[config.mk]
export PLATFORM = sky130hd
export DESIGN_NAME = alu_result_display
export DESIGN_NICKNAME = d
export VERILOG_FILES = /design/src/rtl/alu_result_display.sv
export SDC_FILE = /design/constraint.sdc
export NUM_CORES = 1
export LEC_CHECK = 0
export CORE_UTILIZATION = 36
export DETAILED_ROUTE_END_ITERATION = 6
export MAX_ROUTING_LAYER = met4
export PLACE_DENSITY = 0.62
export SLEW_MARGIN = 20
export SYNTH_ARGS = -nofsm -noshare
export SYNTH_HDL_FRONTEND = slang
export SYNTH_SLANG_ARGS = --single-unit
[constraint.sdc]
create_clock -name i_clock -period 3.9 [get_ports i_clock]
set_input_delay 0.78 -clock i_clock [delete_from_list [all_inputs] [get_ports i_clock]]
set_output_delay 0.78 -clock i_clock [all_outputs]
set_load 0.05 [all_outputs]
[src/rtl/alu_result_display.sv]
// alu_result_display: binary ALU result -> BCD (sequential double-dabble) -> Basys3 4-digit display.
// Optional feature macro: ALU_DISPLAY_SIGNED_EN (two's-complement input, magnitude + minus sign, N <= 10).
module alu_result_display #(
  parameter int unsigned N            = 5,
  parameter int unsigned REFRESH_BITS = 18
) (
  input  logic         i_clock,
  input  logic         i_reset,
  input  logic [N-1:0] i_result,
  output logic [6:0]   o_seg,
  output logic         o_dp,
  output logic [3:0]   o_an,
  output logic [15:0]  o_bcd,
  output logic         o_busy
);

  localparam int unsigned CW = $clog2(N + 1);

  typedef enum logic [1:0] {
    S_IDLE  = 2'd0,
    S_SHIFT = 2'd1,
    S_DONE  = 2'd2
  } state_t;

  state_t                  state;
  state_t                  state_nxt;
  logic                    load;
  logic                    shift;
  logic                    commit;
  logic [N-1:0]            r_last;
  logic [N-1:0]            bin_work;
  logic [N-1:0]            conv_val;
  logic [15:0]             bcd_work;
  logic [15:0]             bcd_adj;
  logic [CW-1:0]           iter;
  logic [REFRESH_BITS-1:0] refresh_cnt;
  logic [1:0]              sel;
  logic [3:0]              digit_en;
  logic [3:0]              minus_en;
  logic [3:0]              digit_val;
  logic [3:0]              an_c;
  logic [6:0]              seg_c;

  // Active-low segment pattern (g..a) for one BCD digit; out-of-range nibbles are blank.
  function automatic logic [6:0] seg_decode(input logic [3:0] d);
    logic [6:0] s;
    case (d)
      4'd0:    s = 7'b1000000;
      4'd1:    s = 7'b1111001;
      4'd2:    s = 7'b0100100;
      4'd3:    s = 7'b0110000;
      4'd4:    s = 7'b0011001;
      4'd5:    s = 7'b0010010;
      4'd6:    s = 7'b0000010;
      4'd7:    s = 7'b1111000;
      4'd8:    s = 7'b0000000;
      4'd9:    s = 7'b0010000;
      default: s = 7'b1111111;
    endcase
    return s;
  endfunction

  assign o_dp = 1'b1;

`ifdef ALU_DISPLAY_SIGNED_EN
  logic neg_work;
  logic neg_disp;

  // Magnitude of the two's-complement input; -2^(N-1) maps to 2^(N-1).
  always_comb begin
    conv_val = i_result;
    if (i_result[N-1]) begin
      conv_val = (~i_result) + N'(1);
    end
  end
`else
  // Unsigned input converts as-is.
  always_comb begin
    conv_val = i_result;
  end
`endif

  // FSM state register.
  always_ff @(posedge i_clock or posedge i_reset) begin
    if (i_reset) begin
      state <= S_IDLE;
    end else begin
      state <= state_nxt;
    end
  end

  // FSM next-state: start on a changed input, N shifts, one commit cycle.
  always_comb begin
    state_nxt = state;
    case (state)
      S_IDLE:  if (i_result != r_last) state_nxt = S_SHIFT;
      S_SHIFT: if (iter == CW'(N - 1)) state_nxt = S_DONE;
      S_DONE:  state_nxt = S_IDLE;
      default: state_nxt = S_IDLE;
    endcase
  end

  // FSM outputs: datapath strobes.
  always_comb begin
    load   = 1'b0;
    shift  = 1'b0;
    commit = 1'b0;
    case (state)
      S_IDLE:  load   = (i_result != r_last);
      S_SHIFT: shift  = 1'b1;
      S_DONE:  commit = 1'b1;
      default: ;
    endcase
  end

  // Busy flag registered from the next state so it is high exactly in SHIFT and DONE.
  always_ff @(posedge i_clock or posedge i_reset) begin
    if (i_reset) begin
      o_busy <= 1'b0;
    end else begin
      o_busy <= (state_nxt != S_IDLE);
    end
  end

  // Add-3 correction on every working BCD nibble >= 5 before each shift.
  always_comb begin
    bcd_adj = bcd_work;
    for (int k = 0; k < 4; k++) begin
      if (bcd_work[4*k +: 4] >= 4'd5) begin
        bcd_adj[4*k +: 4] = bcd_work[4*k +: 4] + 4'd3;
      end
    end
  end

  // Double-dabble datapath and atomic commit of the finished BCD value.
  always_ff @(posedge i_clock or posedge i_reset) begin
    if (i_reset) begin
      r_last   <= '0;
      bin_work <= '0;
      bcd_work <= '0;
      iter     <= '0;
      o_bcd    <= '0;
`ifdef ALU_DISPLAY_SIGNED_EN
      neg_work <= 1'b0;
      neg_disp <= 1'b0;
`endif
    end else begin
      if (load) begin
        r_last   <= i_result;
        bin_work <= conv_val;
        bcd_work <= '0;
        iter     <= '0;
`ifdef ALU_DISPLAY_SIGNED_EN
        neg_work <= i_result[N-1];
`endif
      end
      if (shift) begin
        {bcd_work, bin_work} <= {bcd_adj[14:0], bin_work, 1'b0};
        iter                 <= iter + CW'(1);
      end
      if (commit) begin
        o_bcd <= bcd_work;
`ifdef ALU_DISPLAY_SIGNED_EN
        neg_disp <= neg_work;
`endif
      end
    end
  end

  // Free-running refresh counter; its top two bits pick the active digit.
  always_ff @(posedge i_clock or posedge i_reset) begin
    if (i_reset) begin
      refresh_cnt <= '0;
    end else begin
      refresh_cnt <= refresh_cnt + REFRESH_BITS'(1);
    end
  end

  assign sel = refresh_cnt[REFRESH_BITS-1 -: 2];

  // Leading-zero blanking: digit k lights only if some digit at or above k is nonzero.
  always_comb begin
    digit_en    = 4'b0001;
    digit_en[1] = |o_bcd[15:4];
    digit_en[2] = |o_bcd[15:8];
    digit_en[3] = |o_bcd[15:12];
  end

`ifdef ALU_DISPLAY_SIGNED_EN
  // Minus sign sits just left of the most significant lit digit.
  always_comb begin
    minus_en = 4'b0000;
    for (int k = 1; k < 4; k++) begin
      minus_en[k] = neg_disp & digit_en[k-1] & ~digit_en[k];
    end
  end
`else
  // No sign in unsigned mode.
  always_comb begin
    minus_en = 4'b0000;
  end
`endif

  // Select the current digit's value and build the anode/segment drive.
  always_comb begin
    case (sel)
      2'd0:    digit_val = o_bcd[3:0];
      2'd1:    digit_val = o_bcd[7:4];
      2'd2:    digit_val = o_bcd[11:8];
      default: digit_val = o_bcd[15:12];
    endcase
    an_c  = 4'b1111;
    seg_c = 7'b1111111;
    if (digit_en[sel]) begin
      an_c[sel] = 1'b0;
      seg_c     = seg_decode(digit_val);
    end else if (minus_en[sel]) begin
      an_c[sel] = 1'b0;
      seg_c     = 7'b0111111;
    end
  end

  // Registered display drive, one cycle behind the digit select.
  always_ff @(posedge i_clock or posedge i_reset) begin
    if (i_reset) begin
      o_an  <= 4'b1111;
      o_seg <= 7'b1111111;
    end else begin
      o_an  <= an_c;
      o_seg <= seg_c;
    end
  end

endmodule

Yosys cells after proc, flatten, opt, wreduce, memory -nomap -nowiden
Memory sizes are Yosys's and may differ from the RTL's.
Cells that the tools add are included.
- $add $sub $neg: 6
- order comparisons: 6
- equality and inequality tests: 6
- multiplexer cells: 27
- bitwise gates (word level): 1
- reductions and logical operators: 8
- operators by type and width (cell ; count):
    16-bit two-way mux ; 2
    4-bit two-way mux ; 5
    18-bit by 1-bit adder with 18-bit output, second input constant ; 1
    4-bit by 3-bit >= comparator with 1-bit output, second input constant ; 4
    7-bit two-way mux ; 2
    4-bit by 2-bit adder with 4-bit output, second input constant ; 3
    4-bit case mux with 3 select lines ; 1
    12-bit OR reduction ; 1
    5-bit two-way mux ; 2
    3-bit two-way mux ; 3
    8-bit OR reduction ; 1
    1-bit two-way mux ; 6
    5-bit inequality test ; 1
    1-bit binary-select mux with 2-bit select ; 2
    2-bit by 1-bit equality test with 1-bit output, second input constant ; 2
    2-bit equality test, second input constant ; 2
    2-bit logical NOT ; 2
    2-bit two-way mux ; 2
    4-bit NOT ; 1
    2-bit case mux with 2 select lines ; 1
    2-bit nonzero test ; 2
    4-bit OR reduction ; 1
    3-bit by 1-bit adder with 3-bit output, second input constant ; 1
    3-bit by 2-bit adder with 3-bit output, second input constant ; 1
    5 further kinds ; 5
- flip-flop bits (word level): 77
- ROM bits: 112
- input port bits: 7
- output and inout port bits: 29
- logic and storage cells: 65
- memories: 1
- memories (memory ; words ; bits a word ; read ports ; clocked after Yosys merged registers in ; write ports ; RTL line ; RTL):
    (name not given) ; 16 ; 7 ; 1 ; 0 ; 0 ; 47 ; case (d)

Logic depth before layout (Yosys ltp)
Gate-level depths: netlist (run 1).
- depth after elaboration: 7
- gate-level depth with buffers: 8
- depth with buffers taken out: 7

Worst setup path before layout (run 1)
OpenSTA, ideal clock, no wires.
- path type: in2reg
- start point: input i_result[4]
- end point: register r_last[0]
- library setup time: 125 ps
- data arrival time: 1738 ps
- data required time: 3775 ps
- setup slack: 2038 ps
- cell stages on the path: 4
- buffers on the path: 0
- cell sequence: xor2_1 -> nor3_2 -> a211oi_1 -> mux2_2
- cells in the longest elaborated chain, start to end: 2
- ends and longest elaborated chain (what ; RTL line ; RTL):
    start, declared ; 9 ; input logic [N-1:0] i_result,
    5-bit inequality test ; 109 ; S_IDLE: load = (i_result != r_last);
    1-bit two-way mux ; 108 ; case (state)
    end signal, assigned ; 149 ; r_last <= i_result;
    end, declared ; 30 ; logic [N-1:0] r_last;
No other way between the ends.
A chain may end at the register's enable or synchronous reset.

Worst setup path after layout (run 1)
- start point: register o_an[3]
- end point: output o_an[3]
- RTL lines (what ; RTL line ; RTL):
    start, declared ; 12 ; output logic [3:0] o_an,
    start signal, assigned ; 229 ; o_an <= an_c;
No word-level cell between the ends.

==> impl_metrics.env, run 1 <==
export IMPL_hold_violations=0
export IMPL_antenna_found_initial=0
export IMPL_synth_nets=340
export IMPL_totalWireLength_um=6620
export IMPL_design_die_area_mm2=0.0104
export IMPL_post_cts_setup_buffer_count=0
export IMPL_status="completed"
export IMPL_setup_worst_path_start_class="register"
export IMPL_power_density_cell_area_mw_per_mm2=795
export IMPL_antenna_left=0
export IMPL_via_count_of_the_first_global_routing_pass=2394
export IMPL_clock_tree_root_cell="clkbuf_8"
export IMPL_setup_crit_end_kind="output pin"
export IMPL_detailedRoute_firstIterationViolations=58
export IMPL_fin_crit_sh_pct=62.6
export IMPL_global_route_usage_total_pct=14.8
export IMPL_die_width_um=102
export IMPL_ys_seq_elements=77
export IMPL_final_tns_setup_ns=0
export IMPL_overflow_left_after_global_routing=0
export IMPL_fmax_mhz=410
export IMPL_final_skew_ns=0.00949
export IMPL_critPathBufInv=1
export IMPL_synth_warning_count=0
export IMPL_core_region_area_mm2=0.00973
export IMPL_syn_instance_count=319
export IMPL_worst_path_largest_cell_delay_ns=0.80
export IMPL_p_leak_uw=0.00198
export IMPL_io_pins=36
export IMPL_drtPass1Iterations=4
export IMPL_worst_path_dominant_cell_family="buffers and inverters"
export IMPL_grt_first_pass_wirelength_um=11500
export IMPL_dr_total_vias=2447
export IMPL_setup_viol_count_final=0
export IMPL_worst_skew_pair_late_latency_ns=0.34
export IMPL_layout_drive_gt1_share_pct=12.5
export IMPL_diodes=0
export IMPL_placementRows=36
export IMPL_req_time_crit_path_ns=3.12
export IMPL_netlist_area_mm2=0.00361
export IMPL_drc=0
export IMPL_worst_slew_pin_transition_ns=0.782
export IMPL_synth_cell_type_count=42
export IMPL_htree_levels=3
export IMPL_crit_path_cell_trace="clkdlybuf4s50_1"
export IMPL_initial_core_util_pct=37.1
export IMPL_fill_cells=957
export IMPL_critPathArrivalTime_ns=1.66
export IMPL_period_needed_ns=2.44
export IMPL_pin_count_of_the_biggest_net_entering_global_routing=78
export IMPL_cts_root_to_sink_buffers=2
export IMPL_flow_area_growth_from_synthesis_pct=19.8
export IMPL_cp_slowest_cell="clkdlybuf4s50_1"
export IMPL_layout_nets=377
export IMPL_number_of_clock_sinks=77
export IMPL_grt_setup_unrepaired="false"
export IMPL_die_height_um=102
export IMPL_seq_area_frac_synth_pct=53.8
export IMPL_cts_buf_count=9
export IMPL_critical_path_class="register to output pin"
export IMPL_drv_cap=0
export IMPL_place_port_buffers=34
export IMPL_slew_headroom_pct=46.5
export IMPL_irDropWorstVdd_v=0.000341
export IMPL_avg_synthesized_cell_area_um2=11.3
export IMPL_crit_path_max_fanout=1
export IMPL_final_weighted_congestion_in_routability_driven_placement=0.786
export IMPL_cts_repair_resized=0
export IMPL_hold_path_class="register to register"
export IMPL_final_cells=494
export IMPL_vias_per_cell=4.95
export IMPL_cts_tree="done"
export IMPL_dp_hpwl_um=4590
export IMPL_placedCellCount=477
export IMPL_clk_pin_slew_worst_paths_ns=0.07
export IMPL_hold_buffers=0
export IMPL_timing_max_transition_violations_final=0
export IMPL_routedWlPerCell_um=13.4
==> area by class of cell <==
class	instances	area, um2	share of cell area [%]
tap	133	166	3.85
inverter	23	86.3	2.00
timing repair buffer	37	375	8.68
clock inverter	1	5.00	0.116
clock buffer	15	220	5.09
multi-input combinational	208	1530	35.4
sequential	77	1940	44.9
==> synth_stat cells, drive strengths merged <==
library cell | n | area [um2]
o31a | 1 | 8.76
nand4 | 5 | 31.3
a211o | 1 | 8.76
a2111oi | 4 | 35.0
a32o | 1 | 10.0
clkbuf | 6 | 22.5
o21bai | 1 | 7.51
a31o | 1 | 8.76
mux4 | 4 | 90.1
inv | 23 | 86.3
o21ai | 24 | 120
or2 | 2 | 12.5
nand2 | 29 | 109
conb | 1 | 3.75
nand3b | 2 | 15.0
or4 | 1 | 7.51
nor4 | 2 | 12.5
a21o | 5 | 37.5
and3 | 2 | 12.5
mux2 | 9 | 101
nand3 | 9 | 45.0
nand2b | 5 | 31.3
a21oi | 7 | 35.0
nor3b | 1 | 7.51
buf | 5 | 30.0
ha | 14 | 175
nor2 | 15 | 56.3
a22o | 16 | 140
xnor2 | 16 | 140
nor3 | 1 | 10.0
a211oi | 1 | 7.51
xor2 | 12 | 105
and4 | 3 | 26.3
a31oi | 1 | 6.26
mux2i | 6 | 60.1
dfrtp | 66 | 1650
nor2b | 2 | 12.5
a221o | 4 | 40.0
dfstp | 11 | 289
==> cells by family (layout without fill, tap and decap cells) <==
group / count (synthesis) / after routing / synth area share [%]
multiplexers: 19 / 19 / 6.97
AO/OA/AOI/OAI: 67 / 67 / 12.9
XOR/XNOR: 28 / 28 / 6.79
adder cells (fa/ha/maj): 14 / 14 / 4.85
buffers and inverters: 34 / 76 / 3.85
AND/OR/NAND/NOR: 79 / 79 / 10.8
flip-flops: 77 / 77 / 53.8
other: 1 / 1 / 0.104
==> metal layers <==
layer	track usage [%]	part of all wire, %	up-vias
met2	24.2	48	45
met4	4.84	1.3	0
met5	-	0	-
li1	-	-	1187
met3	3.69	3.3	9
met1	18.0	47	1206
==> worst paths after layout <==
path,startpoint,to,slack [ns],cells past startpoint
worst max-delay path,o_an[3]$_DFF_PP1_,o_an[3],1.46,1
worst min-delay path,refresh_cnt[10]$_DFF_PP0_,refresh_cnt[10]$_DFF_PP0_,0.47,1
worst max register to register,refresh_cnt[16]$_DFF_PP0_,o_seg[0]$_DFF_PP1_,1.94,4
worst min register to register,refresh_cnt[10]$_DFF_PP0_,refresh_cnt[10]$_DFF_PP0_,0.47,1
max in group asynchronous,i_reset,o_seg[5]$_DFF_PP1_,2.39,4
min in group asynchronous,i_reset,refresh_cnt[2]$_DFF_PP0_,0.86,3
==> power breakdown <==
part | switching [uW] | internal, uW
Sequential | 230 | 1070
Combinational | 877 | 624
Clock | 275 | 365
==> through the flow <==
step / utilization (%) / area [um2] / total power (uW) / hold slack [ns] / worst slack [ns]
6_report: 44.4 / 4320 / 3440 / 0.470 / 1.46
5_1_grt: 44.4 / 4320 / 3690 / 0.500 / 1.40
4_1_cts: 44.2 / 4300 / 3480 / 0.473 / 1.44
3_5_place_dp: 41.9 / 4080 / 2810 / 0.462 / 1.22
3_3_place_gp: 41.9 / 4080 / 2780 / 0.456 / 1.27
2_1_floorplan: - / 3610 / 2400 / 0.435 / 1.17
==> sequential cells by signal, indices dropped and copies added (netlist names) <==
name and flops:
o_busy 1, bcd_work 16, bin_work 5, o_an 4, state 2, refresh_cnt 18
iter 3, o_seg 7, o_bcd 16, r_last 5
==> cell usage in the layout, fill, tap and decap left out, types with 3 or more instances in the layout <==
| cell type | synthesis | routed |
|---|---|---|
| dfrtp_1 | 66 | 66 |
| clkdlybuf4s50_1 | 0 | 34 |
| nand2_1 | 29 | 29 |
| o21ai_0 | 23 | 23 |
| inv_1 | 23 | 22 |
| xnor2_1 | 16 | 16 |
| a22o_1 | 16 | 16 |
| nor2_1 | 15 | 15 |
| ha_1 | 14 | 14 |
| xor2_1 | 12 | 12 |
| dfstp_2 | 11 | 11 |
| clkbuf_8 | 0 | 10 |
| mux2_2 | 9 | 9 |
| nand3_1 | 9 | 9 |
| a21oi_1 | 7 | 7 |
| mux2i_1 | 6 | 6 |
| a21o_1 | 5 | 5 |
| nand4_1 | 5 | 5 |
| nand2b_1 | 5 | 5 |
| mux4_2 | 4 | 4 |
| a2111oi_0 | 4 | 4 |
| a221o_1 | 4 | 4 |
| and4_1 | 3 | 3 |
| clkbuf_16 | 0 | 3 |
Note: power is estimated with default switching activity, not from simulation.
==> run 2, diff against run 1 <==
- PLACE_DENSITY: 0.62 -> 0.64
- clock period: 3.9 -> 2.1 ns (I/O delays scaled with it)
==> impl_metrics.env, run 2 (synthesis gave the netlist of run 1 again) <==
export IMPL_status="completed"
export IMPL_die_width_um=102
export IMPL_dr_total_vias=2475
export IMPL_design_die_area_mm2=0.0104
export IMPL_grt_setup_unrepaired="false"
export IMPL_setup_worst_path_start_class="register"
export IMPL_vias_per_cell=4.91
export IMPL_die_height_um=102
export IMPL_hold_buffers=0
export IMPL_p_seq_share_pct=37.1
export IMPL_p_sw_share_pct=39.6
export IMPL_layout_commonest_cell="dfrtp_1"
export IMPL_overflow_left_after_global_routing=0
export IMPL_setup_crit_end_kind="output pin"
export IMPL_cts_buf_count=9
export IMPL_p_leak_uw=0.00212
export IMPL_core_region_area_mm2=0.00973
export IMPL_top_regs="refresh_cnt (18), bcd_work (16), o_bcd (16)"
export IMPL_post_route_worst_setup_slack_ns=0.0756
export IMPL_worst_path_largest_cell_delay_ns=0.84
export IMPL_largest_register_ffs=18
export IMPL_cts_tree="done"
export IMPL_req_time_crit_path_ns=1.68
export IMPL_fill_cells=932
export IMPL_drv_cap=0
export IMPL_final_weighted_congestion_in_routability_driven_placement=0.802
export IMPL_routed_wire_length_on_met2_um=3190
export IMPL_route_top_layer_used="met4"
export IMPL_final_hold_slack_ns=0.477
export IMPL_antenna_left=0
export IMPL_pin_count_of_the_biggest_net_entering_global_routing=78
export IMPL_power_share_clock_pct=19.5
export IMPL_m1WireLength_um=3150
export IMPL_cp_slowest_cell="clkdlybuf4s50_1"
export IMPL_initial_core_util_pct=37.1
export IMPL_drc=0
export IMPL_layout_nets=387
export IMPL_grt_first_pass_wirelength_um=11300
export IMPL_slew_headroom_pct=58.8
export IMPL_cp_num_cells=1
export IMPL_fin_crit_sh_pct=96.4
export IMPL_critPathBufInv=1
export IMPL_post_cts_setup_buffer_count=0
export IMPL_power_combinational_fraction_pct=43.4
export IMPL_drtPass1Iterations=4
export IMPL_final_tns_setup_ns=0
export IMPL_hold_path_class="register to register"
export IMPL_number_of_clock_sinks=77
export IMPL_htree_levels=3
export IMPL_cellInternalPower_uw=3920
export IMPL_io_pins=36
export IMPL_place_port_buffers=34
export IMPL_reg2reg_depth=4
export IMPL_detailedRoute_firstIterationViolations=115
export IMPL_rrSetupSlack_ns=0.35
export IMPL_clock_tree_root_cell="clkbuf_8"
export IMPL_netSwitchingPower_uw=2580
export IMPL_irDropWorstVdd_v=0.000732
export IMPL_flow_area_growth_from_synthesis_pct=23.1
export IMPL_worst_skew_pair_late_latency_ns=0.35
export IMPL_crit_path_max_fanout=4
export IMPL_timing_max_transition_violations_final=0
export IMPL_period_needed_ns=2.02
export IMPL_critPathArrivalTime_ns=1.60
export IMPL_worst_path_dominant_cell_family="buffers and inverters"
export IMPL_totalWireLength_um=6670
export IMPL_cts_root_to_sink_buffers=2
export IMPL_dp_hpwl_um=4740
export IMPL_regMostFlops="refresh_cnt"
export IMPL_hold_violations=0
export IMPL_worst_slew_pin_transition_ns=0.602
export IMPL_global_route_usage_total_pct=14.5
export IMPL_via_count_of_the_first_global_routing_pass=2437
export IMPL_crit_path_cell_trace="clkdlybuf4s50_1"
export IMPL_min_path_cells=1
export IMPL_fmax_mhz=494
export IMPL_critical_path_class="register to output pin"
export IMPL_power_density_cell_area_mw_per_mm2=1460
export IMPL_routedWlPerCell_um=13.2
export IMPL_totalPowerFinal_uw=6500
export IMPL_route_met3_wl_um=224
export IMPL_diodes=0
export IMPL_detailedPlace_worstSlack_ns=-0.0157
export IMPL_final_cell_mix="66 x dfrtp_1, 29 x nand2_1, 23 x o21ai_0, 23 x clkdlybuf4s50_1, 22 x inv_1"
export IMPL_layout_drive_gt1_share_pct=14.8
export IMPL_setup_viol_count_final=0
export IMPL_antenna_found_initial=0
export IMPL_placementRows=36
export IMPL_clk_pin_slew_worst_paths_ns=0.07
export IMPL_final_skew_ns=0.0109
[run 2: cell types whose count changed in the layout (fill, tap and decap cells not counted), sizes merged]
cell           previous run  this run
clkdlybuf4s50            34        23
clkbuf                   15        16
clkinvlp                  0         1
dlymetal6s2s              0         9
inv                      23        22
buf                       3        13
dlygate4sd2               0         2
clkinv                    1         0
[run 2: power groups by stage]
| stage | clock network (uW) | logic, uW | registers [uW] |
|---|---|---|---|
| floorplan | 0 | 1520 | 2950 |
| global placement | 0 | 2780 | 2440 |
| detailed placement | 0 | 2840 | 2450 |
| CTS | 1310 | 2850 | 2420 |
| global route | 1370 | 3120 | 2480 |
| finish | 1270 | 2820 | 2410 |
[run 2: routing by layer]
metal  vias to the layer above  track usage, %
met1                      1217            17.5
met4                         0            4.51
li1                       1207               -
met3                        13            3.90
met5                         -               -
met2                        38            23.7
[run 2: layout make-up]
cell class,count,area [um2],area share [%]
inverter,23,90.1,2.03
clock buffer,16,245,5.52
tap,133,166,3.75
timing repair buffer,47,470,10.6
multi-input combinational,208,1530,34.4
sequential,77,1940,43.7
[run 2: worst paths after layout]
check                                          start                        to
setup / recovery               o_bcd[14]$_DFFE_PP0N_                 o_bcd[14]
hold / removal              refresh_cnt[0]$_DFF_PP0_  refresh_cnt[0]$_DFF_PP0_
setup reg to reg           refresh_cnt[16]$_DFF_PP0_        o_seg[3]$_DFF_PP1_
hold reg to reg             refresh_cnt[0]$_DFF_PP0_  refresh_cnt[0]$_DFF_PP0_
max in group asynchronous                    i_reset         o_an[1]$_DFF_PP1_
min in group asynchronous                    i_reset   bin_work[0]$_DFFE_PP0P_
[run 2: metrics by stage]
| step | cells | utilization (%) | cell area, um2 |
|---|---|---|---|
| 6_report | 504 | 45.7 | 4440 |
| 4_1_cts | 504 | 45.4 | 4420 |
| 5_1_grt | 504 | 45.7 | 4440 |
| 3_5_place_dp | 488 | 42.9 | 4180 |
| 2_1_floorplan | 319 | - | 3610 |
| 3_3_place_gp | 488 | 42.9 | 4180 |
[run 2: what timing repair did]
action,4_1_cts,5_1_grt
hold endpoints to repair,0,0
endpoints found under the setup margin,2,9
resized for setup,2,9
cloned,0,0
==> run 3, diff against run 2 <==
- CAP_MARGIN: default -> 10
==> results of run 3 <==
No change in the layout: final DEF, timing and power equal those of run 2.
